$ cat src/rtl/mark_clock_monitor_pkg.sv
// Shared encodings for the mark-step clock monitor: fault codes and FSM states,
// visible to both the RTL and bench-side decoders.
package mark_clock_monitor_pkg;

   localparam int unsigned FC_W    = 2;
   localparam int unsigned STATE_W = 2;

   typedef logic [FC_W-1:0]    fcode_t;
   typedef logic [STATE_W-1:0] state_t;

   localparam logic [1:0] FC_NONE  = 2'b00;
   localparam logic [1:0] FC_STALL = 2'b01;
   localparam logic [1:0] FC_SHORT = 2'b10;
   localparam logic [1:0] FC_LONG  = 2'b11;

   localparam logic [1:0] ST_IDLE   = 2'd0;
   localparam logic [1:0] ST_ACQ    = 2'd1;
   localparam logic [1:0] ST_LOCKED = 2'd2;
   localparam logic [1:0] ST_FAULT  = 2'd3;

endpackage : mark_clock_monitor_pkg

$ cat src/rtl/mark_clock_monitor_if.sv
// Signal bundle between the clock monitor and whatever drives/observes it.
interface mark_clock_monitor_if #(
   parameter int unsigned CNT_W = 16
) ();
   logic             mon_clk;
   logic             clr_fault;
   logic [CNT_W-1:0] half_period;
   logic             period_valid;
   logic             locked;
   logic             fault;
   logic [1:0]       fault_code;
   logic [31:0]      edge_count;

   modport master (
      output mon_clk, clr_fault,
      input  half_period, period_valid, locked, fault, fault_code, edge_count
   );

   modport slave (
      input  mon_clk, clr_fault,
      output half_period, period_valid, locked, fault, fault_code, edge_count
   );
endinterface : mark_clock_monitor_if

$ cat src/rtl/mark_clock_monitor_sync_edge.sv
// Multi-flop synchronizer for an asynchronous level plus a both-polarity edge
// detector on the synchronized output.
module mark_sync_edge #(
   parameter int unsigned SYNC_STAGES = 2
) (
   input  logic clk,
   input  logic reset,
   input  logic d,
   output logic level,
   output logic edge_c
);
   localparam int unsigned STAGES = (SYNC_STAGES < 2) ? 2 : SYNC_STAGES;

   logic [STAGES-1:0] sync;
   logic              prev;

   always_ff @(posedge clk or posedge reset) begin
      if (reset) begin
         sync <= '0;
         prev <= 1'b0;
      end else begin
         sync <= {sync[STAGES-2:0], d};
         prev <= sync[STAGES-1];
      end
   end

   assign level  = sync[STAGES-1];
   assign edge_c = level ^ prev;

endmodule : mark_sync_edge

$ cat src/rtl/mark_clock_monitor.sv
// Measures the half-period of an asynchronous strobe in clk cycles, locks after
// a run of in-tolerance half-periods and latches stall / out-of-range faults.
module mark_clock_monitor
   import mark_clock_monitor_pkg::*;
#(
   parameter int unsigned SYNC_STAGES = 2,
   parameter int unsigned CNT_W       = 16,
   parameter int unsigned EXP_HALF    = 8,
   parameter int unsigned TOL         = 1,
   parameter int unsigned LOCK_COUNT  = 4,
   parameter int unsigned STALL_LIMIT = 64
) (
   input logic                 clk,
   input logic                 reset,
   mark_clock_monitor_if.slave bus
);
   localparam int unsigned GOOD_W = (LOCK_COUNT > 1) ? $clog2(LOCK_COUNT + 1) : 1;
   // Signed bounds so a tolerance larger than the expectation cannot wrap.
   localparam int LO = int'(EXP_HALF) - int'(TOL);
   localparam int HI = int'(EXP_HALF) + int'(TOL);

   logic edge_c;
   logic unused_level;

   mark_sync_edge #(.SYNC_STAGES(SYNC_STAGES)) u_sync_edge (
      .clk    (clk),
      .reset  (reset),
      .d      (bus.mon_clk),
      .level  (unused_level),
      .edge_c (edge_c)
   );

   logic [CNT_W-1:0]  cnt;
   logic [CNT_W:0]    meas_c;
   logic signed [31:0] meas_s_c;
   logic              in_range_c;
   logic              stall_c;

   assign meas_c     = {1'b0, cnt} + (CNT_W+1)'(1);
   assign meas_s_c   = $signed(32'(meas_c));
   assign in_range_c = (meas_s_c >= LO) && (meas_s_c <= HI);
   assign stall_c    = !edge_c && (cnt == CNT_W'(STALL_LIMIT));

   // Cycles since the last detected edge, saturating at the stall limit.
   always_ff @(posedge clk or posedge reset) begin
      if (reset) begin
         cnt <= '0;
      end else if (edge_c) begin
         cnt <= '0;
      end else if (cnt != CNT_W'(STALL_LIMIT)) begin
         cnt <= cnt + CNT_W'(1);
      end
   end

   logic [STATE_W-1:0] state, state_n;
   logic [GOOD_W-1:0]  good, good_n;
   logic [GOOD_W:0]    good_inc_c;
   logic               lock_hit_c;
   logic [CNT_W-1:0]   half_r, half_n;
   logic               pv_r, pv_n;
   logic               locked_r;
   logic               fault_r, fault_n;
   logic [FC_W-1:0]    code_r, code_n;
   logic [31:0]        ecount_r;

   assign good_inc_c = {1'b0, good} + (GOOD_W+1)'(1);
   assign lock_hit_c = (good_inc_c == (GOOD_W+1)'(LOCK_COUNT));

   // Next-state and registered-output decode.
   always_comb begin
      state_n = state;
      good_n  = good;
      half_n  = half_r;
      pv_n    = 1'b0;
      fault_n = fault_r;
      code_n  = code_r;
      case (state)
         ST_IDLE: begin
            if (edge_c) begin
               state_n = ST_ACQ;
               good_n  = '0;
            end
         end
         ST_ACQ: begin
            if (edge_c) begin
               half_n = CNT_W'(meas_c);
               pv_n   = 1'b1;
               if (!in_range_c) begin
                  good_n = '0;
               end else if (lock_hit_c) begin
                  state_n = ST_LOCKED;
                  good_n  = '0;
               end else begin
                  good_n = GOOD_W'(good_inc_c);
               end
            end else if (stall_c) begin
               state_n = ST_FAULT;
               fault_n = 1'b1;
               code_n  = FC_STALL;
            end
         end
         ST_LOCKED: begin
            if (edge_c) begin
               half_n = CNT_W'(meas_c);
               pv_n   = 1'b1;
               if (!in_range_c) begin
                  state_n = ST_FAULT;
                  fault_n = 1'b1;
                  code_n  = (meas_s_c < LO) ? FC_SHORT : FC_LONG;
               end
            end else if (stall_c) begin
               state_n = ST_FAULT;
               fault_n = 1'b1;
               code_n  = FC_STALL;
            end
         end
         ST_FAULT: begin
            // A clear coinciding with an edge wins; that edge is not measured.
            if (bus.clr_fault) begin
               state_n = ST_IDLE;
               good_n  = '0;
               fault_n = 1'b0;
               code_n  = FC_NONE;
            end else if (edge_c) begin
               half_n = CNT_W'(meas_c);
               pv_n   = 1'b1;
            end
         end
         default: begin
            state_n = ST_IDLE;
            good_n  = '0;
         end
      endcase
   end

   always_ff @(posedge clk or posedge reset) begin
      if (reset) begin
         state    <= ST_IDLE;
         good     <= '0;
         half_r   <= '0;
         pv_r     <= 1'b0;
         locked_r <= 1'b0;
         fault_r  <= 1'b0;
         code_r   <= FC_NONE;
      end else begin
         state    <= state_n;
         good     <= good_n;
         half_r   <= half_n;
         pv_r     <= pv_n;
         locked_r <= (state_n == ST_LOCKED);
         fault_r  <= fault_n;
         code_r   <= code_n;
      end
   end

   // Edges are counted in every state, including across a fault clear.
   always_ff @(posedge clk or posedge reset) begin
      if (reset) begin
         ecount_r <= '0;
      end else if (edge_c) begin
         ecount_r <= ecount_r + 32'd1;
      end
   end

   assign bus.half_period  = half_r;
   assign bus.period_valid = pv_r;
   assign bus.locked       = locked_r;
   assign bus.fault        = fault_r;
   assign bus.fault_code   = code_r;
   assign bus.edge_count   = ecount_r;

endmodule : mark_clock_monitor

$ cat src/flat_wrapper.sv
// flat-port wrapper written by rule: the top's interface ports become plain ports
module mark_clock_monitor_flat import mark_clock_monitor_pkg::*;
#(
   parameter int unsigned SYNC_STAGES = 2,
   parameter int unsigned CNT_W       = 16,
   parameter int unsigned EXP_HALF    = 8,
   parameter int unsigned TOL         = 1,
   parameter int unsigned LOCK_COUNT  = 4,
   parameter int unsigned STALL_LIMIT = 64
)
  (clk, reset, bus_mon_clk, bus_clr_fault, bus_half_period, bus_period_valid, bus_locked, bus_fault, bus_fault_code, bus_edge_count);
  mark_clock_monitor_if #(.CNT_W(CNT_W)) bus_i ();
  input logic clk;
  input logic reset;
  input wire logic [$bits(bus_i.mon_clk)-1:0] bus_mon_clk;
  input wire logic [$bits(bus_i.clr_fault)-1:0] bus_clr_fault;
  output wire logic [$bits(bus_i.half_period)-1:0] bus_half_period;
  output wire logic [$bits(bus_i.period_valid)-1:0] bus_period_valid;
  output wire logic [$bits(bus_i.locked)-1:0] bus_locked;
  output wire logic [$bits(bus_i.fault)-1:0] bus_fault;
  output wire logic [$bits(bus_i.fault_code)-1:0] bus_fault_code;
  output wire logic [$bits(bus_i.edge_count)-1:0] bus_edge_count;
  assign bus_i.mon_clk = bus_mon_clk;
  assign bus_i.clr_fault = bus_clr_fault;
  assign bus_half_period = bus_i.half_period;
  assign bus_period_valid = bus_i.period_valid;
  assign bus_locked = bus_i.locked;
  assign bus_fault = bus_i.fault;
  assign bus_fault_code = bus_i.fault_code;
  assign bus_edge_count = bus_i.edge_count;
  mark_clock_monitor #(.SYNC_STAGES(SYNC_STAGES), .CNT_W(CNT_W), .EXP_HALF(EXP_HALF), .TOL(TOL), .LOCK_COUNT(LOCK_COUNT), .STALL_LIMIT(STALL_LIMIT)) u_core (.clk(clk), .reset(reset), .bus(bus_i));
endmodule
$ cat config.mk
export PLATFORM = sky130hd
export DESIGN_NAME = mark_clock_monitor_flat
export DESIGN_NICKNAME = d
export VERILOG_FILES = /design/src/rtl/mark_clock_monitor_pkg.sv /design/src/rtl/mark_clock_monitor_if.sv /design/src/rtl/mark_clock_monitor_sync_edge.sv /design/src/rtl/mark_clock_monitor.sv /design/src/flat_wrapper.sv
export SDC_FILE = /design/constraint.sdc
export NUM_CORES = 1
export LEC_CHECK = 0
export BUFFER_PORTS_ARGS = -buffer_cell sky130_fd_sc_hd__buf_2
export CORE_MARGIN = 5
export CORE_UTILIZATION = 40
export DETAILED_ROUTE_END_ITERATION = 6
export PLACE_DENSITY = 0.57
export REMOVE_ABC_BUFFERS = 1
export SLEW_MARGIN = 10
export SYNTH_ARGS = -nofsm -noshare
export SYNTH_HDL_FRONTEND = slang
export SYNTH_SLANG_ARGS = --single-unit
export TNS_END_PERCENT = 10
$ cat constraint.sdc
create_clock -name clk -period 2.9 [get_ports clk]
set_input_delay 0 -clock clk [delete_from_list [all_inputs] [get_ports clk]]
set_output_delay 0 -clock clk [all_outputs]
set_load 0.02 [all_outputs]
Word-level counts from Yosys, hierarchy flattened
Cells that the tools add are included.
{"block": "op_classes", "n_lt_le_gt_ge": 3, "reduce_logical": 12, "bitwise_logic": 1, "n_eq_ne": 13, "n_addsub": 4, "mux": 36}
{"operator": "$mux 16", "count": 4}
{"operator": "$add 32x1->32 const B", "count": 1}
{"operator": "$pmux 16 s2", "count": 1}
{"operator": "$mux 2", "count": 13}
{"operator": "$add 16x1->17 const B", "count": 1}
{"operator": "$ge 17x3->1 const B", "count": 1}
{"operator": "$le 17x4->1 const B", "count": 1}
{"operator": "$lt 17x3->1 const B", "count": 1}
{"operator": "$add 16x1->16 const B", "count": 1}
{"operator": "$eq 16x7->1 const B", "count": 1}
{"operator": "$ne 16x7->1 const B", "count": 1}
{"operator": "$mux 3", "count": 5}
{"operator": "$pmux 3 s3", "count": 1}
{"operator": "$mux 1", "count": 8}
{"operator": "$pmux 2 s4", "count": 1}
{"operator": "$reduce_and 4->1", "count": 2}
{"operator": "$eq 2x2->1 const B", "count": 3}
{"operator": "$ne 2x2->1 const B", "count": 3}
{"operator": "$pmux 2 s3", "count": 1}
{"operator": "$reduce_bool 3->1", "count": 2}
{"operator": "$add 3x1->4 const B", "count": 1}
{"operator": "$eq 4x3->1 const B", "count": 1}
{"operator": "$ne 2x1->1 const B", "count": 2}
{"operator": "$reduce_bool 2->1", "count": 2}
{"operator": "other kinds (10)", "count": 11}
{"block": "totals", "elab_cells": 80, "ff_bits": 77}

Logic depth before layout (Yosys ltp)
Gate-level depths: netlist of run 1.
{"block": "logic_depth", "ltp_word": 7, "ltp_mapped": 9, "ltp_nobuf": 9}

Modules after synthesis
From an unflattened synthesis of run 1, not the netlist that was laid out.
{"block": "hier_totals", "cells_unflattened": 381, "hier_area_um2": 3787.4}
{"module": "mark_clock_monitor", "instances": 1, "area_each_um2": 3699.8, "seq_area_each_um2": 1851.8, "cells_per_inst": 376}
{"module": "mark_sync_edge", "instances": 1, "area_each_um2": 87.6, "seq_area_each_um2": 75.1, "cells_per_inst": 5}

Worst setup path before layout of run 1
No wires, ideal clock.
{"block": "synth_timing", "kind": "register to register", "startpoint": "register u_core.cnt[0]", "endpoint": "register u_core.good[2]", "required_time_ns": 2.796, "synth_period_minus_slack_ns": 2.323, "stages_incl_launch_ff": 9, "arrival_ns": 2.219, "setup_ns": 0.104, "slack_ns": 0.577, "path_cell_list": "dfrtp_1 -> ha_1 -> nand2_1 -> nor4_1 -> xnor2_1 -> o2111ai_2 -> nor4_4 -> nand4_2 -> o41ai_2"}
{"block": "synth_via", "elab_chain_len": 6, "elab_cells_between_ends": 7, "classes_between": "add/sub: 1; order compare: 2; mux: 3; reduce/logical: 1"}
{"element": "start: declaration", "line_no": "mark_clock_monitor.sv:33", "text": "logic [CNT_W-1:0] cnt;"}
{"element": "start signal: assignment", "line_no": "mark_clock_monitor.sv:51", "text": "cnt <= cnt + CNT_W'(1);"}
{"element": "$add 16x1->17 (*)", "line_no": "mark_clock_monitor.sv:39", "text": "assign meas_c = {1'b0, cnt} + (CNT_W+1)'(1);"}
{"element": "$ge 17x3->1 / $le 17x4->1 (equally long branches)", "line_no": "mark_clock_monitor.sv:41", "text": "assign in_range_c = (meas_s_c >= LO) && (meas_s_c <= HI);"}
{"element": "$logic_and 1x1->1 (*)", "line_no": "mark_clock_monitor.sv:41"}
{"element": "$mux 3 (*)", "line_no": "mark_clock_monitor.sv:88", "text": "if (!in_range_c) begin"}
{"element": "$mux 3 (*)", "line_no": "mark_clock_monitor.sv:85", "text": "if (edge_c) begin"}
{"element": "$pmux 3 s3 (*)", "line_no": "mark_clock_monitor.sv:77", "text": "case (state)"}
{"element": "end signal: assignment", "line_no": "mark_clock_monitor.sv:147", "text": "good <= good_n;"}
{"element": "end: declaration", "line_no": "mark_clock_monitor.sv:56", "text": "logic [GOOD_W-1:0] good, good_n;"}
Every way passes the cells marked *; elsewhere a longest branch is shown, timed or not. The select of a mux whose other input is x is not followed.
A chain may end at the register's enable or synchronous reset.

Worst setup path after layout of run 1
{"block": "layout_timing", "startpoint": "register u_core.cnt[0]", "endpoint": "register u_core.fault_r, in the netlist u_core.bus.fault"}
{"block": "layout_via", "elab_chain_len": 5, "elab_cells_between_ends": 12, "classes_between": "add/sub: 1; order compare: 2; eq/ne: 2; mux: 4; reduce/logical: 3"}
{"element": "$add 16x1->17 / $eq 16x7->1 (equally long branches)", "line_no": "mark_clock_monitor.sv:39, mark_clock_monitor.sv:42"}
{"element": "$ge 17x3->1 (tied with other cells)", "line_no": "mark_clock_monitor.sv:41"}
{"element": "$logic_and 1x1->1 / $mux 1 (equally long branches)"}
{"element": "$ne 3x3->1 (no source line) (tied with other cells)"}
{"element": "$reduce_and 4->1 (no source line) / $pmux 1 s3 (equally long branches)"}
{"element": "end signal: assignment", "line_no": "mark_clock_monitor.sv:151", "text": "fault_r <= fault_n;"}
{"element": "end: declaration", "line_no": "mark_clock_monitor.sv:62", "text": "logic fault_r, fault_n;"}
Parallel ways exist; a longest one is shown, timed or not. The select of a mux whose other input is x is not followed.

==> reports/summary.md, run 1 <==
The flow ran to the end, and the final reports show no timing, DRC or antenna violations. Setup repair after global routing left no endpoint under its margin. The cell area reported after detailed placement is 4140 um^2, and the number of flops mapped to enable cells by yosys is 0. The tools report the buffer type at the clock tree root as sky130_fd_sc_hd__clkbuf_8.

By area the synthesized netlist is led by sky130_fd_sc_hd__dfrtp_1 51%, sky130_fd_sc_hd__xnor2_1 8.9%, sky130_fd_sc_hd__nand2_1 4.9%, sky130_fd_sc_hd__nor2_1 4.0%, sky130_fd_sc_hd__ha_1 3.3%. TritonCTS built the clock tree. The worst-path maximum fanout is 7. Global routing consumed, over all layers together, 14.5% of the routing resources. The part of the cycle the worst path needs is 89.6%.

Summed over all nets, the half-perimeter wirelength after detailed placement is 5.57 mm. The tools report the startpoint type of the worst setup path as a flop. CTS built an H-tree with a depth of 3. For the worst-skew pair later-pin latency, the log shows 340 ps. The number of instances on the worst hold path works out to 4. Counting every instance in the synthesized netlist gives 373. In the synthesized netlist the async set-or-reset flop fraction comes to 100%. The CTS clock-pin slew for the worst setup and hold paths was 80 ps. In the routed layout, each cell is associated on average with a via count of 5.07. For this run, the number of standard cells in the final layout without fillers is 551. Wire length after detailed routing: 7.74 mm. The class of the most critical setup path was flop to flop.

In the final routed layout, each cell accounts on average for 14.0 um. Counting instances in the post-synthesis netlist gives the leading cell types as 77 x sky130_fd_sc_hd__dfrtp_1, 49 x sky130_fd_sc_hd__nand2_1, 40 x sky130_fd_sc_hd__nor2_1, 38 x sky130_fd_sc_hd__xnor2_1, 22 x sky130_fd_sc_hd__o21ai_0. The run gives 40.9% as the starting density of the core. Subtracting the final worst setup slack from the clock period gives 2600 ps. For the total leakage power, the log shows 2.09 nW. The repair_antennas step left the layout with diodes totalling 0. Static timing analysis puts the maximum clock frequency at 385 MHz. The count of nets left with antenna violations once routing finished came out at 0. The final layout contains 449 nets.

The logs give 0 for the count of final max-slew check failures and 151 for the detailed router's first-iteration violation count. TritonCTS created 9 clock buffers. At the pin with the least slew margin, the transition time is 711 ps. Counting flops and latches in the post-synthesis netlist gives 77. In this run, placement finished with an instance count of 531. After detailed routing, the number of remaining DRC violations is 0. No sink is reached through more buffers than the 2 on the longest clock path. At the end of routability-driven placement, the weighted congestion stood at 0.823. The finished cells cover 4370 um^2. The tools report the sequential cell area fraction in the yosys report as 51.3%.

The worst hold-check path type was input port to flop. The cell count of the worst reg-to-reg path is 10. For the setup-violating endpoint count in the final report, the log shows 0.

The clock arrives with 10.4 ps of skew. The library cell with the highest instance count after synthesis is sky130_fd_sc_hd__dfrtp_1. Power spread over the standard cell area amounts to 665 nW/um^2. Input and output buffers added on the ports amount to 56. Final total negative setup slack: 0 ps. The logs give 0 for the final hold violation count and 2792 for the vias after detailed routing. The die covers 11400 um^2. Area share of the largest cell type after synthesis: 51.3%. Cells fill 47.6% of the core in the end. The max-capacitance violation count is 0.

The via count of the first global-routing pass was 2756. Data on the critical path arrives at its endpoint at 2860 ps. The number of top-level design ports is 57, and the maximum vdd ir drop is 0.000484 V. Summed over all instances, the cell type with the most area after synthesis is sky130_fd_sc_hd__dfrtp_1. At the worst endpoint, the required time is 3160 ps. For this run, the number of Yosys warnings is 0. The tools report the number of antenna violations at the first check in global routing as 0. The final-layout fill cell count was 883; the die span in x was 107 um. The pre-antenna-repair detailed-routing pass consisted of 4 iterations. The maximum number of pins on one net before global-route repair is 45, and the number of cell rows is 35. The synthesized cell area was 3760 um^2; the unique cell type count in the Yosys netlist was 48.

The residual overflow from global routing is 0, and the tightest slew margin relative to the limit is 52.6%. Hold timing on the final database bottoms out at a slack of 42.8 ps. Each instance of the synthesized netlist takes up on average 10.1 um^2. Measured along the y axis, the die boundary spans 107 um. For the global-route wire length before repair, the log shows 13.4 mm.

Layout-stage area growth over the synthesis result: 16.4%. Most frequently used flop master after synthesis: sky130_fd_sc_hd__dfrtp_1. The floorplan step defined a core boundary enclosing 9200 um^2. Critical path capture point type: a flop.

The CTS sink count was 77; the share of final-layout standard cells stronger than drive strength 1 was 21.4%.
[registers in the layout, summed over array words and instances, names as in the netlist]
signal / flops
u_core.bus.fault: 1
u_core.cnt: 16
u_core.bus.half_period: 16
u_core.good: 3
u_core.bus.fault_code: 2
u_core.u_sync_edge.sync: 2
u_core.u_sync_edge.prev: 1
u_core.bus.period_valid: 1
u_core.bus.edge_count: 32
u_core.bus.locked: 1
u_core.state: 2
[stage by stage]
| step | setup slack [ps] | power [mW] |
|---|---|---|
| 6_report | 302 | 2.91 |
| 5_1_grt | 76.0 | 3.12 |
| 4_1_cts | 173 | 2.94 |
| 3_5_place_dp | 205 | 2.13 |
| 3_3_place_gp | 258 | 2.13 |
| 2_1_floorplan | 31.1 | 1.87 |
[routing by layer]
layer  wire length [um]  track usage, %  share of wire [%]
met2               3370            21.8                 44
met5                  0               0                  0
met1               3900            20.5                 50
met3                345            2.83                4.5
met4                122            5.75                1.6
[cell usage in the layout (no fill, tap or decap), drive strengths merged, types with 5 or more instances in the layout]
cell,netlist,layout
a21oi,8,8
and3,7,7
and4,5,5
buf,5,64
clkbuf,10,10
dfrtp,77,77
ha,10,10
inv,11,11
nand2,49,49
nand3,14,14
nand4,11,11
nor2,40,40
nor3,11,11
nor4,7,7
o21ai,24,24
xnor2,38,38
xor2,10,10
[cell families after synthesis]
logic type,Yosys count,share of synthesized area [%]
AOI/OAI and AO/OA,53,9.16
xor gates and xnor gates,48,11.2
DFF,77,51.3
and+or+nand+nor,157,20.8
muxes,2,0.599
buffers and inverters,26,3.63
adders and majority gates,10,3.33
[final timing paths]
path	from	to	slack, ps
setup / recovery	u_core.cnt[0]$_DFFE_PP0N_	u_core.bus.fault$_DFFE_PP0P_	300
hold / removal	bus_clr_fault	u_core.bus.period_valid$_DFF_PP0_	40
setup reg to reg	u_core.cnt[0]$_DFFE_PP0N_	u_core.bus.fault$_DFFE_PP0P_	300
hold reg to reg	u_core.u_sync_edge.sync[0]$_DFF_PP0_	u_core.u_sync_edge.sync[1]$_DFF_PP0_	350
max in group asynchronous	reset	u_core.cnt[12]$_DFFE_PP0N_	1900
min in group asynchronous	reset	u_core.bus.edge_count[6]$_DFFE_PP0N_	310
[timing repair]
item                                   CTS  global route
gates resized for setup                  0             1
setup endpoints to repair                0             3
hold buffers                             2             0
setup buffers                            0             2
endpoints found under the hold margin   34             0
[area by class of cell]
class                   count  area, um^2  area share [%]
multi-input cells         270        1700            38.9
clock inverters             6        63.8            1.46
clock buffers              10         128            2.92
inverters                  11        41.3           0.944
well taps                 111         139            3.18
flip-flops and latches     77        1930            44.1
repair buffers             66         373            8.53
[critical path, stage by stage, from the launching register on]
cell and delay [ps]:
sky130_fd_sc_hd__dfrtp_1 460, sky130_fd_sc_hd__ha_1 290, sky130_fd_sc_hd__nand4_1 150, sky130_fd_sc_hd__nor3_2 230
sky130_fd_sc_hd__mux2_2 380, sky130_fd_sc_hd__o21ai_2 240, sky130_fd_sc_hd__nor4_4 70, sky130_fd_sc_hd__buf_4 170
sky130_fd_sc_hd__buf_4 140, sky130_fd_sc_hd__a211o_2 280, sky130_fd_sc_hd__a21oi_1 120
[report_power, final]
group,internal (mW),total (mW),switching (mW)
combinational,0.298,0.815,0.516
sequential,1.19,1.30,0.111
clock,0.396,0.793,0.397
(Power assumes the default switching activity.)
==> run 2, diff against run 1 <==
==> constraint.sdc (replaced) <==
create_clock -name clk -period 2.7 [get_ports clk]
set_input_delay 0 -clock clk [delete_from_list [all_inputs] [get_ports clk]]
set_output_delay 0 -clock clk [all_outputs]
set_load 0.02 [all_outputs]
==> reports/summary.md, run 2 (synthesized netlist as in run 1, its figures left out) <==
The post-DP HPWL came out at 5.65 mm (+1.5%). For the residual overflow from global routing, the log shows 0 (unchanged). The number of CTS-inserted buffers was 9 (unchanged); the worst-skew pair later-pin latency was 350 ps (about the same). The die span in x is 107 um (unchanged).

The global-route wire length before repair was 13.7 mm (+2.5%); the number of cell rows was 35 (unchanged). The CTS sink count was 77 (unchanged). For the vias after detailed routing, the log shows 2820 (+1.0%). For the number of search-and-repair iterations in the first detailed-routing pass, the log shows 4 (unchanged). The height of the die came out at 107 um (unchanged).

Cell area reported after detailed placement: 4170 um^2 (+0.54%). In this run the worst hold path is classified as input port to flop. The run gives 0 (unchanged) as the count of final max-slew check failures. Number of nets in the layout: 454 (+1.1%). The tools report the global router's overall resource usage as 15.0% (+0.49 points). In the layout the commonest cells are 76 x sky130_fd_sc_hd__dfrtp_1, 56 x sky130_fd_sc_hd__buf_2, 49 x sky130_fd_sc_hd__nand2_1, 40 x sky130_fd_sc_hd__nor2_1, 38 x sky130_fd_sc_hd__xnor2_1. The via count of the first global-routing pass came out at 2756 (unchanged). TritonCTS built the clock tree. For the detailed router's first-iteration violation count, the log shows 134 (-11%).

The area of the placeable core came out at 9200 um^2 (unchanged). The critical path in this run is classified as flop to flop. Setup repair after global routing left no endpoint under its margin.

The critical path's largest stage delay was 410 ps (-50 ps). The critical path data arrival time was 2760 ps (-100 ps). The total leakage power is 2.13 nW (+1.9%), and the CTS clock-pin slew for the worst setup and hold paths is 80 ps (about the same).

The maximum number of pins on one net before global-route repair was 41 (-8.9%); the number of cells after detailed placement was 534 (+0.56%). The wire length after detailed routing was 7.90 mm (+2.1%). STA classifies the critical path endpoint as a flop.

The detailed-route DRC error count came out at 0 (unchanged). The final weighted congestion in routability-driven placement was 0.814 (-1.1%); the utilization after layout was 48.5% (+0.94 points). The average wire per standard cell was 14.2 um (+1.2%). The time the final worst path needs with I/O delays and setup is 2490 ps (-105 ps). Maximum buffer depth of the clock tree: 2 (unchanged). The overall power after layout came out at 3.24 mW (+11%). Grouping stages by cell kind, the critical path spends the most delay in compound AO/OA/AOI/OAI gates. The number of flip-flops in the largest register is 32 (unchanged). The worst-path cell with the longest stage delay is sky130_fd_sc_hd__dfrtp_1. The maximum vdd ir drop came out at 0.000432 V (-11%). The worst hold-check slack is 25.8 ps (-17.0 ps), and the share of final-layout standard cells stronger than drive strength 1 is 22.9% (+1.6 points). The number of nets still failing antenna checks after routing was 0 (unchanged); the maximum clock frequency was 401 MHz (+4.2%).

For the CTS H-tree depth, the log shows 3 (unchanged). The combined buffer and inverter count along the critical path was 1 (-1); the number of top-level design ports was 57 (unchanged). The via density per instance is 5.07 (about the same), and the finished layout cell area is 4460 um^2 (+2.0%). Final hold violation count: 0 (unchanged). The starting density of the core is 40.9% (unchanged), and the final total negative setup slack is 0 ps (unchanged).

STA classifies the critical path startpoint as a flop. Number of standard cells in the final layout excluding fillers: 556 (+0.91%). The max-capacitance violation count came out at 0 (unchanged).

The final setup slack of the worst path is 207 ps (-95.4 ps). The tools report the endpoint required time on the critical path as 2970 ps (-190 ps). The tools report the number of diodes as 0 (unchanged). The run gives 44.2% (-8.4 points) as the tightest slew margin relative to the limit. The commonest non-fill, non-tap cell in the layout is sky130_fd_sc_hd__dfrtp_1. The signal on the critical path passes through ha_1, nand4_1, nor3_2, mux2_2, o21ai_1, nor4_4, buf_4, a211o_2, a21oi_1. The worst slack at placement is 182 ps (-23.1 ps). The part of the cycle the worst path needs is 92.3% (+2.8 points). Relative to the synthesized area, the layout overhead comes to 18.7%. The number of antenna violations at the first check in global routing was 0 (unchanged). The tools report the area of the die as 11400 um^2 (unchanged). Ratio of total power to cell area: 727 nW/um^2 (+9.3%). The run finished with clean final reports.

Clock tree synthesis selected as its root buffer the cell sky130_fd_sc_hd__clkbuf_8. The final setup skew came out at 7.89 ps (-2.48 ps). The run gives 0 (unchanged) as the setup-violating endpoint count in the final report.

The total of buffers placed on input and output ports was 56 (unchanged). The worst-path maximum fanout was 8 (+1); the worst-margin pin slew was 836 ps (+125 ps).
-- run 2: per-layer routing --
metal	part of all wire [%]	up-vias	track usage, %
li1	-	1410	-
met1	51	1345	21.1
met2	44	55	22.2
met3	4.3	10	4.70
met4	1.0	0	4.38
met5	0	-	0
-- run 2: path summary, 6_finish.rpt --
check | endpoint | slack (ps) | depth (start not counted) | start
min in group asynchronous | u_core.bus.edge_count[0]$_DFFE_PP0N_ | 360 | 3 | reset
max reg2reg | u_core.bus.fault$_DFFE_PP0P_ | 210 | 9 | u_core.cnt[1]$_DFFE_PP0N_
max | u_core.bus.fault$_DFFE_PP0P_ | 210 | 9 | u_core.cnt[1]$_DFFE_PP0N_
min reg2reg | u_core.u_sync_edge.sync[1]$_DFF_PP0_ | 350 | 0 | u_core.u_sync_edge.sync[0]$_DFF_PP0_
max in group asynchronous | u_core.cnt[8]$_DFFE_PP0N_ | 1630 | 4 | reset
min | u_core.bus.period_valid$_DFF_PP0_ | 30 | 4 | bus_clr_fault
-- run 2: power breakdown --
group / internal, mW / total [mW] / switching [mW]
Combinational: 0.319 / 0.870 / 0.551
Clock: 0.523 / 0.972 / 0.449
Sequential: 1.28 / 1.40 / 0.121
-- run 2: cell type report --
cell class,count,area [um^2]
flip-flops and latches,77,1930
repair buffers,71,410
clock inverters,7,97.6
multi-input cells,270,1720
well taps,111,139
clock buffers,9,124
fillers,872,4740
inverters,11,41.3
-- run 2: repair_timing --
action / CTS / global route
resized for setup: 0 / 4
endpoints found under the hold margin: 38 / 0
hold buffers: 2 / 0
setup buffers: 0 / 4
endpoints found under the setup margin: 0 / 3
-- run 2: worst min-delay path, cell delays in order --
cell                      delay (ps)
sky130_fd_sc_hd__buf_2            70
sky130_fd_sc_hd__nor2b_1         100
sky130_fd_sc_hd__nor2_1          110
sky130_fd_sc_hd__nor3_1           50
==> run 3, diff against run 2 <==
--- a/config.mk
+++ b/config.mk
@@ -5,11 +5,13 @@
 export SDC_FILE = /design/constraint.sdc
 export NUM_CORES = 1
 export LEC_CHECK = 0
+export ABC_AREA = 1
 export BUFFER_PORTS_ARGS = -buffer_cell sky130_fd_sc_hd__buf_2
 export CORE_MARGIN = 5
 export CORE_UTILIZATION = 40
 export DETAILED_ROUTE_END_ITERATION = 6
 export PLACE_DENSITY = 0.57
+export RECOVER_POWER = 100
 export REMOVE_ABC_BUFFERS = 1
 export SLEW_MARGIN = 10
 export SYNTH_ARGS = -nofsm -noshare
==> reports/summary.md, run 3 <==
The run finished with clean final reports. The maximum vdd ir drop was 0.000234 V (-46%). The library cell with the highest instance count after synthesis was sky130_fd_sc_hd__nand2_1.

The tools report the count of final max-slew check failures as 0 (unchanged). For the starting density of the core, the log shows 41.3% (+0.49 points). By area, the combinational part of the netlist is dominated by simple AND/OR/NAND/NOR gates.

The post-synthesis simple-gate area fraction is 28.9% (+8.1 points), and the share of final-layout standard cells stronger than drive strength 1 is 9.27% (-14 points). The die span in x was 111 um (+3.8%). Average wire per standard cell: 13.0 um (-8.2%).

The number of antenna violations at the first check in global routing was 0 (unchanged). The setup-violating endpoint count in the final report was 0 (unchanged); the tightest slew margin relative to the limit was 13.9% (-30 points). The tools report the number of setup buffers added after CTS as 0 (unchanged). For the endpoint required time on the critical path, the log shows 2980 ps (about the same). The CTS sink count is 77 (unchanged). The final setup skew is 11.5 ps (+3.64 ps), and the number of cells after detailed placement is 687 (+29%). The commonest non-fill, non-tap cell in the layout was sky130_fd_sc_hd__nand2_1.

For the maximum clock frequency, the log shows 415 MHz (+3.5%). After synthesis, the most frequently instantiated cells are 111 x sky130_fd_sc_hd__nand2_1, 77 x sky130_fd_sc_hd__dfrtp_1, 69 x sky130_fd_sc_hd__inv_1, 51 x sky130_fd_sc_hd__nor2_1, 26 x sky130_fd_sc_hd__o21ai_0. The layout-stage area growth over the synthesis result came out at 14.0%. The XOR/XNOR share of the synthesized area was 6.23% (-5.0 points); the max-capacitance violation count was 0 (unchanged). For the detailed router's first-iteration violation count, the log shows 153 (+14%).

Most frequently used flop master after synthesis: sky130_fd_sc_hd__dfrtp_1. The library cells used most frequently in the layout, excluding fill and tap cells, are 113 x sky130_fd_sc_hd__nand2_1, 77 x sky130_fd_sc_hd__dfrtp_1, 71 x sky130_fd_sc_hd__inv_1, 55 x sky130_fd_sc_hd__clkbuf_1, 52 x sky130_fd_sc_hd__nor2_1. The run gives 705 (+27%) as the number of standard cells in the final layout excluding fillers. The worst-skew pair later-pin latency was 350 ps (about the same); the compound-gate portion of the synthesized area was 6.50% (-2.7 points). For the number of diodes, the log shows 0 (unchanged). The maximum number of pins on one net before global-route repair is 64 (+56%), and the height of the die is 111 um (+3.8%). The area share of the largest cell type after synthesis came out at 47.2% (-4.0 points). The post-synthesis adder-cell area fraction is 3.07% (-0.26 points), and the final total negative setup slack is 0 ps (unchanged). The post-DP HPWL came out at 6.94 mm (+23%). The worst-margin pin slew was 1290 ps (+455 ps). The number of cell rows was 36 (+2.9%); the cell area reported after detailed placement was 4540 um^2 (+9.0%). The worst hold-check path type was input port to flop. By area the synthesized netlist is led by sky130_fd_sc_hd__dfrtp_1 47%, sky130_fd_sc_hd__nand2_1 10%, sky130_fd_sc_hd__inv_1 6.3%, sky130_fd_sc_hd__nor2_1 4.7%, sky130_fd_sc_hd__xor2_1 4.3%. The number of instances on the worst hold path came out at 4 (unchanged).

The residual overflow from global routing is 0 (unchanged), and the worst hold-check slack is 96.5 ps (+70.7 ps). The area of all sequential standard cells was 1930 um^2 (about the same). For the via count of the first global-routing pass, the log shows 3366 (+22%). The total of buffers placed on input and output ports works out to 56 (unchanged). The class of the most critical setup path was flop to flop.

The logs give 3430 (+22%) for the vias after detailed routing and 9.19 mm (+16%) for the wire length after detailed routing. The logs give 9860 um^2 (+7.3%) for the area of the placeable core and 499 (+34%) for the number of cells produced by synthesis. The CTS clock-pin slew for the worst setup and hold paths works out to 90 ps (about the same). The number of flops mapped to enable cells by yosys is 0 (unchanged). The area of the multi-input gates is 1820 um^2 (+5.7%), and the number of flip-flops in the largest register is 32 (unchanged).

The logs give 0 (unchanged) for the number of nets still failing antenna checks after routing and 9 (unchanged) for the number of CTS-inserted buffers. The logs give 0 (unchanged) for the synthesis warning total and 16.1 mm (+17%) for the global-route wire length before repair. The unique cell type count in the Yosys netlist was 37 (-23%); the global router's overall resource usage was 15.8% (+0.83 points). The critical path data arrival time was 2680 ps (-80 ps). The root buffer cell chosen for the clock tree is sky130_fd_sc_hd__clkbuf_8.

The area of the die is 12300 um^2 (+7.7%), and the number of synthesized register bits is 77 (unchanged). For the CTS H-tree depth, the log shows 3 (unchanged). The run gives 47.2% (-4.0 points) as the sequential cell area fraction in the yosys report. The maximum buffer depth of the clock tree was 2 (unchanged). The utilization after layout was 47.1% (-1.4 points); the part of the cycle the worst path needs was 89.2% (-3.1 points). The detailed-route DRC error count came out at 0 (unchanged). The final hold violation count was 0 (unchanged). The cell count of the worst reg-to-reg path came out at 19 (+10).

The run gives 1012 (+16%) as the final-layout fill cell count. The time the final worst path needs with I/O delays and setup is 2410 ps (-84.6 ps). The finished layout cell area came out at 4650 um^2 (+4.2%). The logs give 57 (unchanged) for the number of top-level design ports and 0 (unchanged) for the total of cells resized after clock tree synthesis. Setup repair after global routing left no endpoint under its margin.

TritonCTS built the clock tree. The run gives 2.18 nW (+2.1%) as the total leakage power. The run gives 4 (unchanged) as the number of search-and-repair iterations in the first detailed-routing pass.

The biggest area contributor in the post-synthesis netlist is sky130_fd_sc_hd__dfrtp_1. The critical path capture point type was a flop. Proportion of synthesized area in mux cells: 0% (-0.60 points).

The mean instance size in the synthesized netlist works out to 8.17 um^2 (-19%). The synthesized cell area was 4080 um^2 (+8.6%); the ratio of total power to cell area was 604 nW/um^2 (-17%). The worst-path maximum fanout was 6 (-2); the count of hold buffers inserted by post-cts repair was 2 (unchanged). STA classifies the critical path startpoint as a flop.

The via density per instance is 4.87 (-4.1%). The run gives 581 (+28%) as the number of nets in the layout. For the final weighted congestion in routability-driven placement, the log shows 0.893 (+9.7%).

Share of synthesized flip-flops with an asynchronous set or reset: 100% (unchanged).
==> run 3: cell families after synthesis <==
group	after synthesis
and+or+nand+nor	251
buffers and inverters	86
adders and majority gates	10
AOI/OAI and AO/OA	46
xor gates and xnor gates	29
DFF	77
==> run 3: final cells by class <==
class | count | share of cell area [%]
Multi-Input combinational cell | 336 | 39.1
Tap cell | 133 | 3.58
Timing Repair Buffer | 62 | 5.46
Clock inverter | 7 | 1.21
Sequential cell | 77 | 41.5
Inverter | 81 | 6.54
Clock buffer | 9 | 2.66
==> run 3: worst max-delay path, stage by stage, from the launching register on <==
cell	delay [ps]
sky130_fd_sc_hd__dfrtp_1	440
sky130_fd_sc_hd__ha_1	210
sky130_fd_sc_hd__nand2_1	120
sky130_fd_sc_hd__nor2_1	250
sky130_fd_sc_hd__nand3_1	110
sky130_fd_sc_hd__nand2_1	70
sky130_fd_sc_hd__nand2_1	50
sky130_fd_sc_hd__clkinv_1	80
sky130_fd_sc_hd__nand2_1	70
sky130_fd_sc_hd__nor2_2	110
sky130_fd_sc_hd__nand2_1	80
sky130_fd_sc_hd__nor2_2	100
sky130_fd_sc_hd__nand2_1	110
sky130_fd_sc_hd__nand2_2	70
sky130_fd_sc_hd__inv_1	70
sky130_fd_sc_hd__nand2_4	70
sky130_fd_sc_hd__nand2_4	50
sky130_fd_sc_hd__inv_1	100
sky130_fd_sc_hd__nor2_1	50
sky130_fd_sc_hd__a31oi_1	130
==> run 3: stage by stage <==
step,power [mW],setup WS (ps)
2_1_floorplan,1.83,451
3_3_place_gp,2.04,358
3_5_place_dp,2.05,331
4_1_cts,2.90,307
5_1_grt,3.01,17.4
6_report,2.81,292
==> run 3: per-layer routing <==
metal	part of all wire, %	global-route usage [%]	vias to the layer above
li1	-	-	1729
met1	47	20.6	1623
met2	47	25.8	69
met3	4.9	4.26	9
met4	1.3	4.60	0
met5	0	0	-
==> run 3: where the power goes <==
group / leakage (nW) / internal (mW) / switching (mW)
combinational: 1.05 / 0.187 / 0.427
clock: 0.0906 / 0.345 / 0.482
sequential: 1.04 / 1.26 / 0.108
total: 2.18 / 1.79 / 1.02
==> run 3: final timing paths <==
| check | start | end | slack (ps) |
|---|---|---|---|
| worst min register to register | u_core.u_sync_edge.sync[0]$_DFF_PP0_ | u_core.u_sync_edge.sync[1]$_DFF_PP0_ | 380 |
| min in group asynchronous | reset | u_core.bus.edge_count[21]$_DFFE_PP0N_ | 520 |
| worst max-delay path | u_core.cnt[0]$_DFFE_PP0N_ | u_core.bus.fault_code[0]$_DFFE_PP0P_ | 290 |
| worst max register to register | u_core.cnt[0]$_DFFE_PP0N_ | u_core.bus.fault_code[0]$_DFFE_PP0P_ | 290 |
| worst min-delay path | bus_clr_fault | u_core.bus.period_valid$_DFF_PP0_ | 100 |
| max in group asynchronous | reset | u_core.cnt[2]$_DFFE_PP0N_ | 800 |
